$ cat config.mk
export PLATFORM = sky130hd
export DESIGN_NAME = dma_unpack_112
export DESIGN_NICKNAME = d
export VERILOG_FILES = /design/src/rtl/dma_pkg.sv /design/src/rtl/dma_word_fifo2.sv /design/src/rtl/dma_unpack_112.sv
export SDC_FILE = /design/constraint.sdc
export NUM_CORES = 1
export LEC_CHECK = 0
export CORE_MARGIN = 1.5
export CORE_UTILIZATION = 30
export DETAILED_ROUTE_END_ITERATION = 6
export DONT_BUFFER_PORTS = 1
export GPL_ROUTABILITY_DRIVEN = 1
export GPL_TIMING_DRIVEN = 0
export SYNTH_ARGS = -nofsm -noshare
export SYNTH_HDL_FRONTEND = slang
export SYNTH_HIERARCHICAL = 1
export SYNTH_SLANG_ARGS = --single-unit
$ cat constraint.sdc
create_clock -name clk -period 7.6 [get_ports clk]
set_input_delay 0.76 -clock clk [delete_from_list [all_inputs] [get_ports clk]]
set_output_delay 0.76 -clock clk [all_outputs]
set_load 0.03 [all_outputs]
$ cat src/rtl/dma_pkg.sv
// Shared DMA stream constants and state type for the buffer packer/unpacker pair.
package dma_pkg;
   localparam int unsigned DMA_BEAT_W     = 64;
   localparam int unsigned BEATS_PER_WORD = 2;

   typedef enum logic {
      S_IDLE = 1'b0,
      S_RUN  = 1'b1
   } unpack_state_e;
endpackage

$ cat src/rtl/dma_word_fifo2.sv
// Two-entry word FIFO holding BRAM words until both of their DMA beats have been sent.
module dma_word_fifo2 #(
   parameter int unsigned W = 112
) (
   input  logic         clk,
   input  logic         rst_n,
   input  logic         clr,
   input  logic         push,
   input  logic         pop,
   input  logic [W-1:0] wdata,
   output logic [W-1:0] head,
   output logic [1:0]   count
);
   logic [W-1:0] mem0;
   logic [W-1:0] mem1;
   logic         wr_ptr;
   logic         rd_ptr;
   logic         do_push;
   logic         do_pop;

   assign do_pop  = pop && (count != 2'd0);
   assign do_push = push && (count != 2'd2);
   assign head    = rd_ptr ? mem1 : mem0;

   // Pointer and occupancy state
   always_ff @(posedge clk) begin
      if (!rst_n || clr) begin
         wr_ptr <= 1'b0;
         rd_ptr <= 1'b0;
         count  <= 2'd0;
      end else begin
         if (do_push) wr_ptr <= ~wr_ptr;
         if (do_pop)  rd_ptr <= ~rd_ptr;
         count <= count + 2'(do_push) - 2'(do_pop);
      end
   end

   // Storage is qualified by count, so it needs no reset
   always_ff @(posedge clk) begin
      if (do_push) begin
         if (wr_ptr) mem1 <= wdata;
         else        mem0 <= wdata;
      end
   end
endmodule

$ cat src/rtl/dma_unpack_112.sv
// Reads buffer words from a 1-cycle BRAM port and streams each out as two 64-bit DMA beats.
module dma_unpack_112
   import dma_pkg::*;
#(
   parameter int unsigned IN_W   = 112,
   parameter int unsigned ADDR_W = 7
) (
   input  logic                  clk,
   input  logic                  rst_n,
   input  logic                  start,
   input  logic [ADDR_W-1:0]     base_addr,
   input  logic [ADDR_W:0]       num_words,
   output logic                  busy,
   output logic                  done,
   output logic                  buf_re,
   output logic [ADDR_W-1:0]     buf_raddr,
   input  logic [IN_W-1:0]       buf_rdata,
   output logic                  m_valid,
   input  logic                  m_ready,
   output logic [DMA_BEAT_W-1:0] m_data,
   output logic                  m_last
);
   localparam int unsigned CNT_W    = ADDR_W + 1;
   localparam int unsigned LAST_SEL = BEATS_PER_WORD - 1;

   unpack_state_e   state;
   logic            rd_pend;
   logic            beat_sel;
   logic [CNT_W-1:0] rd_left;
   logic [CNT_W-1:0] send_left;
   logic [IN_W-1:0] head;
   logic [1:0]      fifo_count;
   logic [1:0]      count_next;
   logic            xfer;
   logic            pop;
   logic            issue;
   logic            accept;

   assign busy    = (state == S_RUN);
   assign accept  = start && (state == S_IDLE);
   assign m_valid = (fifo_count != 2'd0);
   assign xfer    = m_valid && m_ready;
   assign pop     = xfer && (beat_sel == 1'(LAST_SEL));
   assign m_last  = m_valid && (beat_sel == 1'(LAST_SEL)) && (send_left == CNT_W'(1));

   dma_word_fifo2 #(.W(IN_W)) u_fifo (
      .clk   (clk),
      .rst_n (rst_n),
      .clr   (accept),
      .push  (rd_pend),
      .pop   (pop),
      .wdata (buf_rdata),
      .head  (head),
      .count (fifo_count)
   );

   // Occupancy after this edge; the read in flight this cycle lands one edge later
   always_comb begin
      count_next = fifo_count;
      if (rd_pend) count_next = count_next + 2'd1;
      if (pop)     count_next = count_next - 2'd1;
   end

   assign issue = (state == S_RUN) && (rd_left != '0) &&
                  ((3'(count_next) + 3'(buf_re)) < 3'd2);

   always_comb begin
      m_data = '0;
      if (m_valid) begin
         if (beat_sel) m_data = DMA_BEAT_W'(head[IN_W-1:DMA_BEAT_W]);
         else          m_data = head[DMA_BEAT_W-1:0];
      end
   end

   // Command FSM, read issue and beat sequencing
   always_ff @(posedge clk) begin
      if (!rst_n) begin
         state     <= S_IDLE;
         done      <= 1'b0;
         buf_re    <= 1'b0;
         buf_raddr <= '0;
         rd_pend   <= 1'b0;
         beat_sel  <= 1'b0;
         rd_left   <= '0;
         send_left <= '0;
      end else begin
         done    <= 1'b0;
         buf_re  <= 1'b0;
         rd_pend <= buf_re;
         case (state)
            S_IDLE: begin
               if (start) begin
                  if (num_words == '0) begin
                     done <= 1'b1;
                  end else begin
                     state     <= S_RUN;
                     buf_re    <= 1'b1;
                     buf_raddr <= base_addr;
                     rd_left   <= num_words - CNT_W'(1);
                     send_left <= num_words;
                     beat_sel  <= 1'b0;
                  end
               end
            end
            S_RUN: begin
               if (issue) begin
                  buf_re    <= 1'b1;
                  buf_raddr <= buf_raddr + ADDR_W'(1);
                  rd_left   <= rd_left - CNT_W'(1);
               end
               if (xfer) begin
                  beat_sel <= ~beat_sel;
                  if (beat_sel == 1'(LAST_SEL)) begin
                     send_left <= send_left - CNT_W'(1);
                     if (send_left == CNT_W'(1)) begin
                        state <= S_IDLE;
                        done  <= 1'b1;
                     end
                  end
               end
            end
            default: state <= S_IDLE;
         endcase
      end
   end
endmodule

==> impl_metrics.json <==
{
  "yosys_warnings": 6,
  "worstPathRequired_ns": 6.84,
  "synthFlopType": "edfxtp_1",
  "gp_congestion": 0.8344,
  "synth.distinct_cells": 53,
  "die_y_um": 196.5,
  "crit_type": "reg2out",
  "hold_viol": 0,
  "layout_commonest_cell": "edfxtp_1",
  "start_util_pct": 30.60,
  "min_period_over_period_pct": 45.32,
  "clock_latency_ns": 0.57,
  "drc": 0,
  "antenna_found_initial": 0,
  "std_cell_rows": 70,
  "io_buffer_count": 0,
  "final_cell_mix": "224 x edfxtp_1, 74 x nor2_1, 70 x mux2_4",
  "antenna_left": 0,
  "grt_pass1_wl_um": 37660,
  "clock.fmax_mhz": 290.4,
  "cp.arrival_ns": 2.68,
  "viasPerCell": 4.737,
  "worstHoldPathType": "in2reg",
  "rsz0062_at_grt": "no",
  "firstDrtPassIters": 5,
  "track_usage_pct": 12.86,
  "grt_start_max_net_pins": 24,
  "cts_resized": 0,
  "synth_area_um2": 11230,
  "timing.rr.start": "busy",
  "ioPinCount": 207,
  "cts_max_level": 1,
  "cts_hold_buf": 0,
  "status": "complete, no violations",
  "grt_overflow": 0,
  "r2r_slack_ns": 4.55,
  "post-cts-setup-buffers": 0,
  "wirelength_um": 24970,
  "netlist_instances": 744,
  "grt_pass1_vias": 6390,
  "core-area_um2": 36700,
  "finalSetupViolations": 0,
  "ys_ff_latch": 256,
  "maxCapViolations": 0,
  "n_fill_cell": 3482,
  "async_flop_share_pct": 0,
  "p_per_area_nw_per_um2": 242.2,
  "cts_tree": "yes",
  "cts_buffers": 29,
  "place_hpwl_um": 17250,
  "reg2regPathDepth": 11,
  "layout.nets": 923,
  "crit_path_end_kind": "primary output",
  "final_design_area_no_fill_um2": 12960,
  "drive_gt1_share_pct": 23.98,
  "syn_avg_cell_area_um2": 15.09,
  "wl_per_cell_um": 19.61,
  "slew_headroom_pct": 42.75,
  "syn2layout_area_growth_pct": 15.44,
  "critPathCapture": "m_data[47]",
  "peakVddDrop_v": 0.0002336,
  "fin_crit_ns": 3.444,
  "cts_buffer_depth": 3,
  "place_area_um2": 12070,
  "fin_skew_ns": 0.01404,
  "fin_tns_setup_ns": 0,
  "r2r-end": "rd_left[6]",
  "drt_iter0_drc": 299,
  "worst_pin_slew_ns": 0.8588,
  "via_count": 6030,
  "startpoint_type": "flip-flop",
  "holdPathStages": 0,
  "cp-startpoint": "u_fifo/count[0]",
  "clk_pin_slew_ns": 0.06,
  "p_leak_nw": 4.285,
  "cts_sinks": 256,
  "synth_edf_count": 224,
  "clockRootBuffer": "clkbuf_16",
  "drv_slew": 0,
  "ys_seq_area_share_pct": 65.61,
  "antennaDiodeCount": 0,
  "syn-num-nets": 882,
  "die_w_um": 196.5,
  "worstPathMaxFanout": 10,
  "die_area_um2": 38600
}
[where the power goes]
| part | switching (mW) | leakage, nW | internal, mW | total [mW] |
|---|---|---|---|---|
| clock network | 0.549 | 0.427 | 0.770 | 1.32 |
| registers | 0.0326 | 2.30 | 1.58 | 1.61 |
| logic | 0.125 | 1.56 | 0.0829 | 0.208 |
[sequential cells by signal (all words and copies together), names as in the netlist]
name and cells:
rd_left 8, u_fifo/rd_ptr 1, u_fifo/mem1 112, u_fifo/wr_ptr 1, u_fifo/mem0 112, u_fifo/count 2
buf_raddr 7, buf_re 1, beat_sel 1, busy 1, send_left 8, done 1
rd_pend 1
[cells by family after synthesis]
kind of cell,after synthesis,share of synthesized area [%]
AND/OR/NAND/NOR,180,7.834
adder cells (fa/ha/maj),7,0.7800
buffers and inverters,53,2.674
AO/OA/AOI/OAI,75,4.078
multiplexers,168,18.63
flip-flops,256,65.61
XOR/XNOR,5,0.3900
[critical path, stage by stage (launching register included)]
cell and delay (ns):
dfxtp_1 0.45, inv_1 0.08, ha_1 0.21, buf_6 0.15, clkbuf_1 0.28, buf_1 0.35
nor2_1 0.61
[cells in the mapped netlist, types with 3 or more instances]
library cell | count | area [um2]
nor2b_1 | 11 | 68.82
nor4_1 | 4 | 25.02
nand2b_1 | 7 | 43.79
xnor2_1 | 4 | 35.03
ha_1 | 7 | 87.58
buf_6 | 10 | 112.6
inv_1 | 14 | 52.55
buf_1 | 6 | 22.52
nor3_1 | 5 | 25.02
nand3_1 | 9 | 45.04
clkbuf_1 | 11 | 41.29
edfxtp_1 | 224 | 6726
mux2_2 | 45 | 506.7
o21ai_1 | 3 | 15.01
nand2_1 | 27 | 101.4
o21ai_0 | 20 | 100.1
buf_2 | 9 | 45.04
o21a_1 | 3 | 22.52
a211oi_1 | 4 | 30.03
mux2_4 | 70 | 1051
or2_2 | 5 | 31.28
nor3b_1 | 6 | 45.04
mux2i_1 | 52 | 520.5
and2_1 | 21 | 131.4
a21oi_1 | 25 | 125.1
dfxtp_1 | 32 | 640.6
or3_1 | 3 | 18.77
nor2_1 | 76 | 285.3
[layout make-up]
class / instances / area [um2] / area share, %
Sequential cell: 256 / 7367 / 56.83
Multi-Input combinational cell: 435 / 3576 / 27.59
Clock buffer: 39 / 763.2 / 5.888
Tap cell: 468 / 585.6 / 4.517
Timing Repair Buffer: 10 / 245.2 / 1.892
Buffer: 38 / 244.0 / 1.882
Clock inverter: 12 / 125.1 / 0.9653
Inverter: 15 / 56.30 / 0.4344
[how the worst min path moves through the flow]
stage / endpoint / start / slack, ns
global placement: send_left[1] / send_left[1] / 0.46
finish: u_fifo/mem1[66] / buf_rdata[66] / 0.28
detailed placement: send_left[1] / send_left[1] / 0.47
global route: u_fifo/mem0[5] / buf_rdata[5] / 0.24
floorplan: send_left[1] / send_left[1] / 0.44
CTS: u_fifo/mem0[30] / buf_rdata[30] / 0.24
[stage by stage]
step / total power [mW] / hold WS [ns] / util [%] / setup WS (ns) / std cells
after global placement: 1.847 / 0.4604 / 32.19 / -1.715 / 1212
after CTS: 3.189 / 0.2424 / 35.32 / 4.023 / 1273
after floorplan: 1.795 / 0.4406 / - / 1.779 / 744
after global routing: 3.254 / 0.2440 / 35.32 / 3.936 / 1273
final: 3.139 / 0.2815 / 35.32 / 4.156 / 1273
after detailed placement: 1.852 / 0.4736 / 32.90 / 4.562 / 1222
[metal layers]
metal	up-vias	track usage, %	share of wire, %
met3	45	4.843	8.6
met5	-	0	0
met2	185	21.76	48
met1	2956	15.15	41
li1	2844	-	-
met4	0	3.818	2.7
Power figures use the tool's default switching activity.
